==> config.mk <==
export PLATFORM = sky130hd
export DESIGN_NAME = rr_onehot_arbiter
export DESIGN_NICKNAME = d
export VERILOG_FILES = /design/src/rtl/arb_pkg.sv /design/src/rtl/rr_pick.sv /design/src/rtl/rr_onehot_arbiter.sv
export SDC_FILE = /design/constraint.sdc
export NUM_CORES = 1
export LEC_CHECK = 0
export ABC_AREA = 1
export ABC_CLOCK_PERIOD_IN_PS = 2260
export CAP_MARGIN = 20
export CORE_MARGIN = 2
export CORE_UTILIZATION = 55
export DETAILED_ROUTE_END_ITERATION = 10
export PLACE_DENSITY = 0.82
export SLEW_MARGIN = 20
export SYNTH_ARGS = -nofsm -noshare
export SYNTH_HDL_FRONTEND = slang
export SYNTH_HIERARCHICAL = 1
export SYNTH_SLANG_ARGS = --single-unit
==> constraint.sdc <==
create_clock -name clk -period 2.26 [get_ports clk]
set_input_delay 0.565 -clock clk [delete_from_list [all_inputs] [get_ports clk]]
set_output_delay 0.565 -clock clk [all_outputs]
set_load 0.1 [all_outputs]
==> src/rtl/arb_pkg.sv <==
// Shared types, defaults and helpers for the round-robin one-hot arbiter.
package arb_pkg;

  localparam int ARB_NUM_REQ  = 5;
  localparam int ARB_MAX_HOLD = 4;

  typedef enum logic {
    IDLE  = 1'b0,
    GRANT = 1'b1
  } state_t;

  // Requester that gets top priority once `owner` gives up the grant.
  function automatic int next_ptr(input int owner, input int n);
    return (owner >= n - 1) ? 0 : owner + 1;
  endfunction

endpackage

==> src/rtl/rr_pick.sv <==
// Combinational rotating-priority picker: first set req bit at or above ptr, wrapping.
module rr_pick
  import arb_pkg::*;
#(
  parameter int NUM_REQ = ARB_NUM_REQ,
  parameter int ID_W    = $clog2(NUM_REQ)
) (
  input  logic [NUM_REQ-1:0] req,
  input  logic [ID_W-1:0]    ptr,
  output logic [NUM_REQ-1:0] pick,
  output logic [ID_W-1:0]    pick_id
);

  logic [2*NUM_REQ-1:0] dbl;
  logic [2*NUM_REQ-1:0] masked;
  logic                 found;

  // The upper copy of req supplies the wrapped-around candidates below ptr.
  always_comb begin
    dbl     = {req, req};
    masked  = '0;
    pick    = '0;
    pick_id = '0;
    found   = 1'b0;
    for (int i = 0; i < 2 * NUM_REQ; i++) begin
      masked[i] = dbl[i] && (i >= int'(ptr));
    end
    for (int i = 0; i < 2 * NUM_REQ; i++) begin
      if (!found && masked[i]) begin
        found   = 1'b1;
        pick_id = ID_W'((i < NUM_REQ) ? i : i - NUM_REQ);
        pick    = NUM_REQ'(1) << ((i < NUM_REQ) ? i : i - NUM_REQ);
      end
    end
  end

endmodule

==> src/rtl/rr_onehot_arbiter.sv <==
// Round-robin arbiter with registered one-hot-or-zero grant, bounded hold time
// and a mandatory idle cycle between owners.
module rr_onehot_arbiter
  import arb_pkg::*;
#(
  parameter int NUM_REQ  = ARB_NUM_REQ,
  parameter int MAX_HOLD = ARB_MAX_HOLD,
  parameter int ID_W     = $clog2(NUM_REQ)
) (
  input  logic               clk,
  input  logic               rst,
  input  logic               en,
  input  logic [NUM_REQ-1:0] req,
  output logic [NUM_REQ-1:0] gnt,
  output logic [ID_W-1:0]    gnt_id,
  output logic               busy,
  output logic               timeout
);

  localparam int CNT_W = $clog2(MAX_HOLD + 2);
  localparam logic [CNT_W-1:0] HOLD_LIM = CNT_W'(MAX_HOLD);
  localparam logic [CNT_W-1:0] CNT_MAX  = '1;

  state_t             state, state_nxt;
  logic [ID_W-1:0]    ptr, ptr_nxt;
  logic [CNT_W-1:0]   hold_cnt, hold_nxt;
  logic [NUM_REQ-1:0] gnt_nxt, pick;
  logic [ID_W-1:0]    gnt_id_nxt, pick_id;
  logic               busy_nxt, timeout_nxt;
  logic               owner_req, expired, release_gnt;

  rr_pick #(
    .NUM_REQ (NUM_REQ),
    .ID_W    (ID_W)
  ) u_pick (
    .req     (req),
    .ptr     (ptr),
    .pick    (pick),
    .pick_id (pick_id)
  );

  // gnt is one-hot while in GRANT, so masking req with it isolates the owner's bit.
  assign owner_req   = |(req & gnt);
  assign expired     = (MAX_HOLD != 0) && (hold_cnt >= HOLD_LIM);
  assign release_gnt = !owner_req || !en || expired;

  always_comb begin
    state_nxt   = state;
    ptr_nxt     = ptr;
    hold_nxt    = hold_cnt;
    gnt_nxt     = gnt;
    gnt_id_nxt  = gnt_id;
    busy_nxt    = busy;
    timeout_nxt = 1'b0;
    unique case (state)
      IDLE: begin
        if (en && |req) begin
          state_nxt  = GRANT;
          gnt_nxt    = pick;
          gnt_id_nxt = pick_id;
          busy_nxt   = 1'b1;
          hold_nxt   = CNT_W'(1);
        end
      end
      GRANT: begin
        if (release_gnt) begin
          // A dropped request or revoked enable outranks expiry, so no timeout pulse then.
          timeout_nxt = owner_req && en;
          state_nxt   = IDLE;
          ptr_nxt     = ID_W'(next_ptr(int'(gnt_id), NUM_REQ));
          hold_nxt    = '0;
          gnt_nxt     = '0;
          gnt_id_nxt  = '0;
          busy_nxt    = 1'b0;
        end else if (hold_cnt != CNT_MAX) begin
          hold_nxt = hold_cnt + CNT_W'(1);
        end
      end
      default: state_nxt = IDLE;
    endcase
  end

  always_ff @(posedge clk) begin
    if (rst) begin
      state    <= IDLE;
      ptr      <= '0;
      hold_cnt <= '0;
      gnt      <= '0;
      gnt_id   <= '0;
      busy     <= 1'b0;
      timeout  <= 1'b0;
    end else begin
      state    <= state_nxt;
      ptr      <= ptr_nxt;
      hold_cnt <= hold_nxt;
      gnt      <= gnt_nxt;
      gnt_id   <= gnt_id_nxt;
      busy     <= busy_nxt;
      timeout  <= timeout_nxt;
    end
  end

endmodule

# Yosys cells after proc, flatten, opt, wreduce, memory -nomap -nowiden
# Cells that the tools add are included.
[word_totals]
out_inout_bits = 10
regBits = 17
in_bits = 8
[op_classes]
n_mux = 45
n_addsub = 2
magnitude_cmp = 9
bitwise_logic = 3
n_reduce_logical = 37
n_eq_ne = 4
[ops]
columns = ["operator", "n"]
rows = [
  ["2-to-1 mux 5 bit", 11],
  ["2-to-1 mux 3 bit", 14],
  ["logical AND 1 bit", 18],
  ["2-to-1 mux 1 bit", 15],
  ["case mux 3 bit (2 select lines)", 2],
  ["logical NOT 1 bit", 11],
  ["case mux 5 bit (2 select lines)", 1],
  ["OR reduction 5 bit", 2],
  ["greater-or-equal comparator 3 bit, first input constant", 3],
  ["adder 3 x 1 -> 3 bit, second input constant", 2],
  ["greater-or-equal comparator 1 x 3 -> 1 bit, first input constant", 2],
  ["greater-or-equal comparator 2 x 3 -> 1 bit, first input constant", 2],
  ["greater-or-equal comparator 3 bit, second input constant", 2],
  ["AND reduction 2 bit", 3],
  ["bitwise AND 5 bit", 1],
  ["case mux 1 bit (2 select lines)", 2],
  ["inequality test 3 x 1 -> 1 bit, second input constant", 1],
  ["inequality test 3 bit, second input constant", 1],
  ["OR reduction 3 bit", 1],
  ["logical OR 1 bit", 2],
  ["inequality test 2 x 1 -> 1 bit, second input constant", 1],
  ["inequality test 2 bit, second input constant", 1],
  ["inverter 1 bit", 2],
]

# Depth between registers and ports, before layout
# Gate-level depths: netlist (run 1).
[logic_depth]
depth_word = 32
mapped_depth = 12
mapped_depth_nobuf = 11

# Modules after synthesis
# The synthesis (run 1) kept the hierarchy.
[modules_own_cells]
columns = ["module", "area_each_um2", "cells_each", "instances"]
rows = [
  ["rr_onehot_arbiter", 815.8, 111, 1],
  ["rr_pick", 242.7, 46, 1],
]

# Worst setup path after synthesis (run 1)
# No wires, ideal clock.
[synth_path]
path_type = "flip-flop to flip-flop"
start = "register gnt[2]"
end = "register hold_cnt[1]"
setup_slack_ns = 0.454
stages_incl_launch_ff = 10
n_path_buf = 0
setup_ns = 0.114
arrival_time_ns = 1.692
synth_period_minus_slack_ns = 1.806
required_time_ns = 2.146
cell_sequence = "dfxtp_1 nand2_1 nand2_1 nor2_2 nand2_2 nand3_2 nand2_2 nand3_2 nor2_1 nor2_2"
[synth_between]
elab_chain_cells = 7
word_cells_on_any_way = 9
classes_between = "1 x eq/ne; 2 x mux; 1 x bitwise; 5 x reduce/logical"
[synth_lines]
columns = ["element", "line_no", "source"]
rows = [
  ["start, declared", "rr_onehot_arbiter.sv:14", "output logic [NUM_REQ-1:0] gnt,"],
  ["start signal, assigned", "rr_onehot_arbiter.sv:96", "gnt <= gnt_nxt;"],
  ["bitwise AND 5 bit (*)", "rr_onehot_arbiter.sv:43", "assign owner_req = |(req & gnt);"],
  ["OR reduction 5 bit (*)", "rr_onehot_arbiter.sv:43", ""],
  ["logical NOT 1 bit (*)", "rr_onehot_arbiter.sv:45", "assign release_gnt = !owner_req || !en || expired;"],
  ["logical OR 1 bit (*) (2 in series)", "rr_onehot_arbiter.sv:45", ""],
  ["2-to-1 mux 3 bit or inequality test 3 x 1 -> 1 bit (tied branches)", "n/a", ""],
  ["case mux 3 bit (2 select lines) or AND reduction 2 bit (tied branches)", "n/a", ""],
  ["end signal, assigned", "rr_onehot_arbiter.sv:95", "hold_cnt <= hold_nxt;"],
  ["end, declared", "rr_onehot_arbiter.sv:26", "logic [CNT_W-1:0] hold_cnt, hold_nxt;"],
]
# Every way passes the cells marked *; elsewhere a longest branch is shown, timed or not.
# A chain may end at the register's enable or synchronous reset.

# Worst setup path in the final report (run 1)
[layout_path]
start = "input port req[2]"
end = "register gnt_id[0]"
[layout_between]
elab_chain_cells = 26
word_cells_on_any_way = 43
classes_between = "2 x eq/ne; 17 x mux; 1 x bitwise; 23 x reduce/logical"
[layout_lines]
columns = ["element", "line_no", "source"]
rows = [
  ["start, declared", "rr_onehot_arbiter.sv:13", "input logic [NUM_REQ-1:0] req,"],
  ["logical AND 1 bit", "rr_pick.sv:26", "masked[i] = dbl[i] && (i >= int'(ptr));"],
  ["logical AND 1 bit", "rr_pick.sv:29", "if (!found && masked[i]) begin"],
  ["2-to-1 mux 1 bit", "rr_pick.sv:29", ""],
  ["logical NOT 1 bit", "rr_pick.sv:29", ""],
  ["logical AND 1 bit", "rr_pick.sv:29", ""],
  ["2-to-1 mux 1 bit", "rr_pick.sv:29", ""],
  ["logical NOT 1 bit", "rr_pick.sv:29", ""],
  ["logical AND 1 bit", "rr_pick.sv:29", ""],
  ["[11 not listed]", "n/a", ""],
  ["logical AND 1 bit", "rr_pick.sv:29", ""],
  ["2-to-1 mux 1 bit", "rr_pick.sv:29", ""],
  ["logical NOT 1 bit", "rr_pick.sv:29", ""],
  ["logical AND 1 bit", "rr_pick.sv:29", ""],
  ["2-to-1 mux 3 bit (*)", "rr_pick.sv:29", ""],
  ["via pick_id[0]", "rr_onehot_arbiter.sv:28", "logic [ID_W-1:0] gnt_id_nxt, pick_id;"],
  ["2-to-1 mux 3 bit (*)", "rr_onehot_arbiter.sv:57", "if (en && |req) begin"],
  ["case mux 3 bit (2 select lines) (*)", "rr_onehot_arbiter.sv:55", "unique case (state)"],
  ["end signal, assigned", "rr_onehot_arbiter.sv:97", "gnt_id <= gnt_id_nxt;"],
  ["end, declared", "rr_onehot_arbiter.sv:15", "output logic [ID_W-1:0] gnt_id,"],
]
# The timed path passes the listed nets; every way through them passes the cells marked *. The select of a mux whose other input is x is not followed.

==> reports/qor.yml, run 1 <==
relSlewSlack_pct: 79.4
viasPerCell: 4.92
die_h_um: 47.9
fin_worst_skew_ns: 0.0131
tightest_slew_ns: 0.307
grt_pass1_vias: 857
crit_slowest_cell: "clkdlybuf4s50_1"
n_antenna_cell: 0
overflow: 0
p_sw_share_pct: 34.8
required_ns: 2.49
postCtsHoldBufs: 0
power_density_nw_per_um2: 522
p_int_uw: 431
clk_pin_slew_ns: 0.10
max_freq_mhz: 540
critical_path_buf_inv_count: 1
synth.distinct_cells: 24
track_usage_pct: 22.5
drive_above_1_share_pct: 22.5
cp_top_family: "simple AND/OR/NAND/NOR gates"
avgSynthCellArea_um2: 6.74
grt_first_pass_wirelength_um: 3630
pin_count: 18
cts.sinks: 17
cts_resized: 0
nNetsFinal: 191
drtPass1Iterations: 4
cts_buffers: 3
synth_area_leaders: "dfxtp_1 32%, nand2_1 16%, inv_1 6.7%, a21oi_1 5.7%, ha_1 4.7%"
antenna_found_initial: 0
drt_iter0_markers: 27
path_class: "in -> reg"
status: "finished, final reports clean"
fin_hold_ws_ns: 0.485
finalCritPeriodShare_pct: 81.9
synth.yosys.warnings: 6
drv_slew: 0
setup_tns_ns: 0
vdd_drop_max_mv: 0.327
power_frac_comb_pct: 25.9
ys_ff_latch: 17
cts_tree: "done"
start_kind: "primary input"
cts_buffer_depth: 2
setup_viol: 0
drc: 0
synth_edf_count: 0
hp-class: "reg -> reg"
synth_fp_nets: 169
port_buffers: 17
cap_viol_max_count: 0
end_kind: "flip-flop"
core.rowCount: 15
clk_latency_ns: 0.30
ys.flop_type: "dfxtp_1"
finalHoldViolCount: 0
finalCriticalPeriod_ns: 1.85
wl_per_cell_um: 10.9
synthCells: 157
leakage_uw: 0.000594
cts_setup_buffers: 0
max_stage_delay_ns: 0.52
synthArstFlopShare_pct: 0
cp_max_fo: 5
seqPwrFrac_pct: 49.2
die_area_um2: 2290
start_util_pct: 60.0
syn2layout_area_growth_pct: 19.6
p_switching_uw: 230
clkPwrFrac_pct: 24.9
yosysTopAreaCell: "dfxtp_1"
die_w_um: 47.9
grt_setup_unrepaired: "false"
final_antenna_net_count: 0
grt_max_degree: 11
critPathArrivalTime_ns: 2.08
core_um2: 1760
htreeDepth: 1
crit_chain: "clkdlybuf4s50_1 -> nand3_1 -> nand3_2 -> nor2_4 -> nand4_4 -> nor2_4 -> nand2_2 -> nand2_1 -> nand2_1 -> a21oi_1"
num_vias: 998
clock-root-buffer: "clkbuf_4"
gp_congestion: 0.846
netlist_area_um2: 1060
ys_seq_area_share_pct: 32.2
yosysTopAreaCellShare_pct: 32.2
place_hpwl_um: 1770
nFillCells: 171
routed_wl_um: 2220
cells in the final DEF (no fill, tap or decap), types with 4 or more instances in the layout:
master,n
nand2_1,46
inv_1,19
dfxtp_1,17
nor2_1,13
a21oi_1,12
buf_4,12
nand2_2,8
nand3_1,7
clkdlybuf4s50_1,7
o21ai_0,5
nor2_2,4
ha_1,4
power by group through the flow:
| stage | Combinational [µW] | Sequential, µW | Clock [µW] |
|---|---|---|---|
| after floorplan | 78.0 | 375 | 0 |
| after global placement | 167 | 331 | 0 |
| after detailed placement | 170 | 332 | 0 |
| after CTS | 171 | 325 | 167 |
| after global routing | 187 | 327 | 180 |
| final | 171 | 325 | 164 |
sequential cells by signal, summed over array words and instances, names as in the netlist:
signal    cells
timeout       1
state         1
ptr           3
hold_cnt      3
busy          1
gnt           5
gnt_id        3
area by class of cell:
type | instances | area, µm² | share of cell area, %
multi-input combinational | 115 | 621 | 49.0
sequential | 17 | 340 | 26.9
timing repair buffer | 19 | 160 | 12.6
inverter | 23 | 86.3 | 6.82
tap | 25 | 31.3 | 2.47
clock buffer | 3 | 22.5 | 1.78
clock inverter | 1 | 5.00 | 0.395
worst reg2reg max path, stage by stage (launching register included):
cell and delay (ns):
dfxtp_1 0.42, inv_1 0.08, nand3_1 0.11, nand3_2 0.11
nor2_4 0.15, nand4_4 0.12, nor2_4 0.12, nand2_2 0.06
nand2_1 0.07, nand2_1 0.05, a21oi_1 0.13
synthesized netlist by cell type, types with 2 or more instances:
library cell / count
nand3b_1: 2
nor2_2: 4
o21ai_1: 2
nand3_2: 3
nand2_1: 46
a21oi_1: 12
nand2_2: 8
inv_2: 3
dfxtp_1: 17
ha_1: 4
nand3_1: 7
inv_1: 19
o21ai_0: 5
nor2_1: 13
nor2_4: 3
worst paths after layout:
kind	cells after the start	startpoint	slack, ns	endpoint
worst max-delay path	10	req[2]	0.41	gnt_id[0]$_SDFFE_PP0P_
worst min-delay path	2	gnt[4]$_SDFFE_PP0P_	0.48	gnt[4]$_SDFFE_PP0P_
worst max register to register	10	ptr[2]$_SDFFE_PP0P_	0.76	gnt_id[0]$_SDFFE_PP0P_
worst min register to register	2	gnt[4]$_SDFFE_PP0P_	0.48	gnt[4]$_SDFFE_PP0P_
logic make-up after synthesis:
logic type / share of synthesized area (%)
adders and majority gates: 4.73
and+or+nand+nor: 43.6
DFF: 32.2
buffers and inverters: 9.22
AOI/OAI and AO/OA: 10.3
per-stage QoR:
stage | instances | setup slack [ns] | util (%) | total power (µW) | area (µm²)
2_1_floorplan | 157 | 0.454 | - | 453 | 1060
3_3_place_gp | 199 | 0.162 | 70.2 | 498 | 1240
3_5_place_dp | 199 | 0.115 | 70.2 | 502 | 1240
4_1_cts | 203 | 0.407 | 71.8 | 663 | 1270
5_1_grt | 203 | 0.279 | 71.8 | 694 | 1270
6_report | 203 | 0.409 | 71.8 | 660 | 1270
per-layer routing:
layer / global-route usage [%] / part of all wire [%]
met1: 30.5 / 51
met3: 4.53 / 3.1
met4: 7.57 / 1.1
met2: 35.5 / 45
met5: 0 / 0
Power figures use the tool's default switching activity.
==> run 2: changes to the inputs <==
--- a/config.mk
+++ b/config.mk
@@ -6,12 +6,12 @@
 export NUM_CORES = 1
 export LEC_CHECK = 0
 export ABC_AREA = 1
-export ABC_CLOCK_PERIOD_IN_PS = 2260
+export ABC_CLOCK_PERIOD_IN_PS = 1600
 export CAP_MARGIN = 20
 export CORE_MARGIN = 2
-export CORE_UTILIZATION = 55
+export CORE_UTILIZATION = 46
 export DETAILED_ROUTE_END_ITERATION = 10
-export PLACE_DENSITY = 0.82
+export PLACE_DENSITY = 0.74
 export SLEW_MARGIN = 20
 export SYNTH_ARGS = -nofsm -noshare
 export SYNTH_HDL_FRONTEND = slang
==> constraint.sdc (replaced) <==
create_clock -name clk -period 1.6 [get_ports clk]
set_input_delay 0.4 -clock clk [delete_from_list [all_inputs] [get_ports clk]]
set_output_delay 0.4 -clock clk [all_outputs]
set_load 0.1 [all_outputs]
==> run 2 against run 1 <==
Compared with the run above:
- clock skew decreased by 0.010 ns
- via count increased by 7.2%
- first-iteration DRC count decreased by 33%
- setup slack got worse by 0.27 ns
- final cell count increased by 5.9%
- critical endpoint is now gnt_id[2]$_SDFFE_PP0P_
- largest cell class unchanged
- clock power increased by 48%
- combinational power increased by 65%
- sequential power increased by 43%
- power increased by 50%
==> reports/qor.yml, run 2 (synthesized netlist as in run 1, its figures left out) <==
max_stage_delay_ns: 0.38  # -0.14 ns
clk_latency_ns: 0.30  # about the same
finalCritPeriodShare_pct: 91.2
start_kind: "flip-flop"
grt_pass1_vias: 1046  # +22%
finalCriticalPeriod_ns: 1.46
cap_viol_max_count: 0  # unchanged
pin_count: 18  # unchanged
fin_worst_skew_ns: 0.00286  # -0.0102 ns
p_switching_uw: 347  # +51%
port_buffers: 17  # unchanged
setup_tns_ns: 0  # unchanged
final_antenna_net_count: 0  # unchanged
antenna_found_initial: 0  # unchanged
met3WireLength_um: 103  # +49%
cp_max_fo: 5  # unchanged
end_kind: "flip-flop"
track_usage_pct: 22.4  # -0.14 points
drc: 0  # unchanged
clock-root-buffer: "clkbuf_4"
wl_per_cell_um: 11.7  # +7.0%
route.top_layer_used: "met4"
relSlewSlack_pct: 79.3  # about the same
ff2ff_path_depth: 10  # unchanged
grt_max_degree: 12  # +1
reg2reg_to: "gnt_id[2]$_SDFFE_PP0P_"
pre_cts_slack_ns: -0.363  # -0.477 ns
crit_chain: "inv_1 -> nand3_1 -> nand3_2 -> nor2_4 -> nand4_4 -> nor2_4 -> nand2_1 -> nand2_1 -> nand2_1 -> a21oi_1"
setup_viol: 0  # unchanged
cts.sinks: 17  # unchanged
cts_tree: "done"
cts_buffer_depth: 2  # unchanged
p_int_uw: 642  # +49%
wl_met1_um: 1140  # +0.53%
hold_end: "gnt[1]$_SDFFE_PP0P_"
drt_iter0_markers: 18  # -33%
status: "finished, final reports clean"
viasPerCell: 4.98  # +1.2%
power_frac_comb_pct: 28.5  # +2.6 points
post-route-cell-area_um2: 1490  # +18%
leakage_uw: 0.000691  # +16%
hp-class: "reg -> reg"
drtPass1Iterations: 4  # unchanged
fin_hold_ws_ns: 0.496  # +0.0116 ns
drv_slew: 0  # unchanged
postCtsHoldBufs: 0  # unchanged
path_class: "reg -> reg"
r2r_slack_ns: 0.14  # -0.62 ns
power_density_nw_per_um2: 663  # +27%
whs_path_depth: 2  # unchanged
nNetsFinal: 200  # +4.7%
core_um2: 2190  # +24%
seqPwrFrac_pct: 47.0  # -2.2 points
start_util_pct: 48.3  # -12 points
grt_first_pass_wirelength_um: 4400  # +21%
cts_buffers: 3  # unchanged
vdd_drop_max_mv: 0.542  # +66%
max_freq_mhz: 686
overflow: 0  # unchanged
clk_pin_slew_ns: 0.11  # about the same
routed_wl_um: 2520  # +13%
rr_startpoint: "ptr[2]$_SDFFE_PP0P_"
core.rowCount: 17  # +2
die_h_um: 52.0  # +8.6%
fin_ws_ns: 0.141  # -0.267 ns
clkPwrFrac_pct: 24.6  # -0.3 points
die_area_um2: 2700  # +18%
place_inst: 210  # +5.5%
finalHoldViolCount: 0  # unchanged
tightest_slew_ns: 0.309  # +0.00269 ns
largest_reg_flops: 5  # unchanged
htreeDepth: 1  # unchanged
routed-wl-met2_um: 1210  # +22%
gp_congestion: 0.846  # about the same
syn2layout_area_growth_pct: 40.9
required_ns: 1.83  # -0.66 ns
p_sw_share_pct: 35.1  # +0.31 points
regMostFlops: "gnt"
path_common_cell: "nand2_1"
num_vias: 1070  # +7.2%
place_hpwl_um: 2030  # +14%
grt_setup_unrepaired: "false"
place_area_um2: 1440  # +16%
drive_above_1_share_pct: 32.1  # +9.6 points
die_w_um: 52.0  # +8.6%
final_cell_mix: "46 x nand2_1, 19 x inv_1, 13 x nor2_1, 12 x a21oi_1, 11 x buf_4"
crit_slowest_cell: "dfxtp_4"
n_antenna_cell: 0  # unchanged
layout_commonest_cell: "nand2_1"
critPathArrivalTime_ns: 1.69  # -0.39 ns
min_from: "gnt[1]$_SDFFE_PP0P_"
fin_cells: 215  # +5.9%
run 2: cell count changes in the layout (fill, tap and decap cells not counted), sizes merged:
cell	previous run	this run
dlygate4sd2	0	3
clkdlybuf4s50	7	2
buf	12	21
dlymetal6s2s	0	2
run 2: power groups by stage:
stage | Sequential [µW] | Clock (µW) | Combinational [µW]
global placement | 475 | 0 | 274
floorplan | 531 | 0 | 110
global route | 469 | 263 | 305
CTS | 466 | 249 | 279
detailed placement | 475 | 0 | 280
finish | 465 | 243 | 282
run 2: worst max-delay path: cells and delay by family (launching register included):
family,cells,cell delay (ns)
AO/OA/AOI/OAI,1,0.16
buffers and inverters,1,0.05
flip-flops,1,0.38
AND/OR/NAND/NOR,8,0.81
run 2: layout make-up:
type	instances	area, µm²
clock buffers	3	22.5
clock inverters	1	5.00
fillers	203	699
inverters	23	86.3
multi-input cells	115	633
flip-flops and latches	17	355
well taps	28	35.0
repair buffers	28	354
run 2: per-stage QoR:
step,power [µW],util [%]
6_report,989,68.1
5_1_grt,1040,68.1
3_3_place_gp,749,65.6
4_1_cts,993,66.6
3_5_place_dp,754,65.6
2_1_floorplan,641,-
run 2: routing by layer:
| metal | vias up | GRT usage [%] |
|---|---|---|
| met5 | - | 0 |
| met4 | 0 | 10.1 |
| met3 | 7 | 4.89 |
| met2 | 23 | 38.8 |
| met1 | 488 | 25.9 |
| li1 | 552 | - |
run 2: what timing repair did:
| item | 4_1_cts | 5_1_grt |
|---|---|---|
| buffers inserted | 0 | 1 |
| endpoints found under the setup margin | 6 | 13 |
| pin swaps | 1 | 2 |
| resized for setup | 3 | 8 |
run 2: how the worst max path moves through the flow:
stage | from | slack, ns | to
3_5_place_dp | req[0] | -0.36 | gnt_id[2]$_SDFFE_PP0P_
3_3_place_gp | req[2] | -0.33 | gnt[4]$_SDFFE_PP0P_
6_report | ptr[2]$_SDFFE_PP0P_ | 0.14 | gnt_id[2]$_SDFFE_PP0P_
5_1_grt | ptr[2]$_SDFFE_PP0P_ | 0.02 | gnt_id[2]$_SDFFE_PP0P_
2_1_floorplan | gnt[2]$_SDFFE_PP0P_ | 0.12 | hold_cnt[1]$_SDFFE_PP0P_
4_1_cts | ptr[2]$_SDFFE_PP0P_ | 0.03 | gnt_id[2]$_SDFFE_PP0P_
==> run 3: changes to the inputs <==
==> constraint.sdc (replaced) <==
create_clock -name clk -period 1.6 [get_ports clk]
set_input_delay 0.16 -clock clk [delete_from_list [all_inputs] [get_ports clk]]
set_output_delay 0.16 -clock clk [all_outputs]
set_load 0.1 [all_outputs]
==> run 3 against run 2 <==
Compared with the run above:
- via count shrank 0.84%
- sequential share of layout area rose by 0.92 points
- die area unchanged
- clock-buffer cell count stayed put
- register-to-register slack got worse by 0.03 ns
- clock power is 5% lower
- clock skew up 0.016 ns
- critical path type unchanged
==> reports/qor.yml, run 3 (synthesized netlist as in run 1, its figures left out) <==
clock-root-buffer: "clkbuf_4"
status: "finished, final reports clean"
num_vias: 1061  # -0.84%
htreeDepth: 1  # unchanged
max_freq_mhz: 671  # -2.1%
ff2ff_path_depth: 10  # unchanged
path_class: "reg -> reg"
end_kind: "flip-flop"
wl_per_cell_um: 11.9  # +1.5%
place_hpwl_um: 2030  # about the same
port_buffers: 17  # unchanged
min_from: "gnt[3]$_SDFFE_PP0P_"
pin_count: 18  # unchanged
rr_startpoint: "ptr[2]$_SDFFE_PP0P_"
n_antenna_cell: 0  # unchanged
start_util_pct: 48.3  # unchanged
fin_worst_skew_ns: 0.0187  # +0.0158 ns
busiest_layer: "met2"
cts_buffers: 3  # unchanged
postCtsHoldBufs: 0  # unchanged
path_common_cell: "nand2_1"
relSlewSlack_pct: 79.1  # -0.20 points
grt_pass1_vias: 1055  # +0.86%
nFillCells: 203  # unchanged
routed_wl_um: 2500  # -0.44%
cp_top_family: "simple AND/OR/NAND/NOR gates"
core_um2: 2190  # unchanged
cp_max_fo: 5  # unchanged
post-route-cell-area_um2: 1460  # -2.3%
overflow: 0  # unchanged
antenna_found_initial: 0  # unchanged
hold_end: "gnt[3]$_SDFFE_PP0P_"
fin_ws_ns: 0.111  # -0.0305 ns
drtPass1Iterations: 4  # unchanged
drt_iter0_markers: 22  # +4
crit_chain: "inv_1 -> nand3_1 -> nand3_2 -> nor2_4 -> nand4_4 -> nor2_4 -> nand2_1 -> nand2_1 -> nand2_1 -> a21oi_1"
grt_first_pass_wirelength_um: 4500  # +2.3%
pre_cts_slack_ns: -0.138  # +0.225 ns
start_kind: "flip-flop"
hp-class: "reg -> reg"
core.rowCount: 17  # unchanged
finalCritPeriodShare_pct: 93.1  # +1.9 points
fin_hold_ws_ns: 0.497  # +0.000557 ns
setup_viol: 0  # unchanged
cts_tree: "done"
syn2layout_area_growth_pct: 37.6
leakage_uw: 0.000650  # -5.8%
power_density_nw_per_um2: 667  # +0.55%
clk_pin_slew_ns: 0.11  # about the same
tightest_slew_ns: 0.311  # +0.00129 ns
grtUsageMet2_pct: 36.5  # -2.3 points
clk_latency_ns: 0.30  # about the same
die_w_um: 52.0  # unchanged
cts_buffer_depth: 2  # unchanged
place_area_um2: 1410  # -1.6%
final_antenna_net_count: 0  # unchanged
final_cell_mix: "46 x nand2_1, 19 x inv_1, 13 x nor2_1, 11 x a21oi_1, 10 x buf_12"
reg2reg_to: "gnt_id[2]$_SDFFE_PP0P_"
critPathArrivalTime_ns: 1.71  # +0.02 ns
crit_slowest_cell: "dfxtp_4"
drv_slew: 0  # unchanged
track_usage_pct: 22.8  # +0.41 points
nNetsFinal: 196  # -2.0%
finalCriticalPeriod_ns: 1.49  # +0.0305 ns
die_h_um: 52.0  # unchanged
die_area_um2: 2700  # unchanged
vdd_drop_max_mv: 0.530  # -2.2%
ff_latch_area_um2: 360  # +1.4%
grt_max_degree: 13  # +1
grt_util_met3_pct: 6.03  # +1.1 points
regMostFlops: "gnt"
largest_reg_flops: 5  # unchanged
max_stage_delay_ns: 0.38  # about the same
cap_viol_max_count: 0  # unchanged
layout_commonest_cell: "nand2_1"
multi_input_area_um2: 624  # -1.4%
r2r_slack_ns: 0.11  # -0.03 ns
drive_above_1_share_pct: 30.6  # -1.5 points
required_ns: 1.82  # about the same
whs_path_depth: 2  # unchanged
cts.sinks: 17  # unchanged
drc: 0  # unchanged
finalHoldViolCount: 0  # unchanged
grt_util_met1_pct: 27.8  # +1.9 points
critical_path_buf_inv_count: 1  # unchanged
viasPerCell: 5.03  # +1.0%
gp_congestion: 0.832  # -1.7%
run 3: cell types whose count changed in the layout (fill, tap and decap cells not counted), moves of 2 or more:
cell             change
dfxtp_2              -2
buf_4                -4
dlymetal6s2s_1       -2
dfxtp_4              +2
dlygate4sd2_1        -3
clkdlybuf4s50_1      +5
run 3: metal layers:
| metal | part of all wire, % | routed length, µm |
|---|---|---|
| met5 | 0 | 0 |
| met4 | 1.6 | 40 |
| met3 | 6.1 | 153 |
| met2 | 47 | 1180 |
| met1 | 45 | 1130 |
run 3: worst max-delay path by stage:
stage	slack, ns	endpoint	cells past startpoint	from
detailed placement	-0.14	gnt[4]$_SDFFE_PP0P_	10	req[2]
global route	-0.01	gnt_id[1]$_SDFFE_PP0P_	10	ptr[2]$_SDFFE_PP0P_
CTS	0.06	gnt_id[1]$_SDFFE_PP0P_	10	ptr[2]$_SDFFE_PP0P_
finish	0.11	gnt_id[2]$_SDFFE_PP0P_	10	ptr[2]$_SDFFE_PP0P_
global placement	-0.10	gnt[4]$_SDFFE_PP0P_	10	req[2]
floorplan	0.12	hold_cnt[1]$_SDFFE_PP0P_	9	gnt[2]$_SDFFE_PP0P_
run 3: layout make-up:
cell class / count / area share, %
multi-input combinational: 115 / 42.9
sequential: 17 / 24.7
timing repair buffer: 24 / 22.2
inverter: 23 / 5.93
tap: 28 / 2.41
clock buffer: 3 / 1.55
clock inverter: 1 / 0.344
run 3: power by group:
group          leakage (µW)  total [µW]  switching [µW]  internal (µW)
Combinational      0.000488         276             172            104
Clock             0.0000177         232             139           93.2
Sequential         0.000144         463            23.4            440
Total              0.000650         971             335            637
run 3: worst min-delay path, cell delays in order, from the launching register on:
cell and delay (ns):
dfxtp_2 0.36, nand2_1 0.06, a21oi_1 0.05
run 3: metrics by stage:
stage | power [µW] | util, % | std cells | setup TNS, ns
after floorplan | 641 | - | 157 | 0
after global placement | 744 | 64.5 | 207 | -0.426
after detailed placement | 751 | 64.5 | 207 | -0.814
after CTS | 979 | 65.8 | 211 | 0
after global routing | 1030 | 66.5 | 211 | -0.0148
final | 971 | 66.5 | 211 | 0
run 3: repair_timing:
action / CTS / global route
resized for setup: 0 / 7
buffers inserted: 0 / 0
setup endpoints to repair: 0 / 5
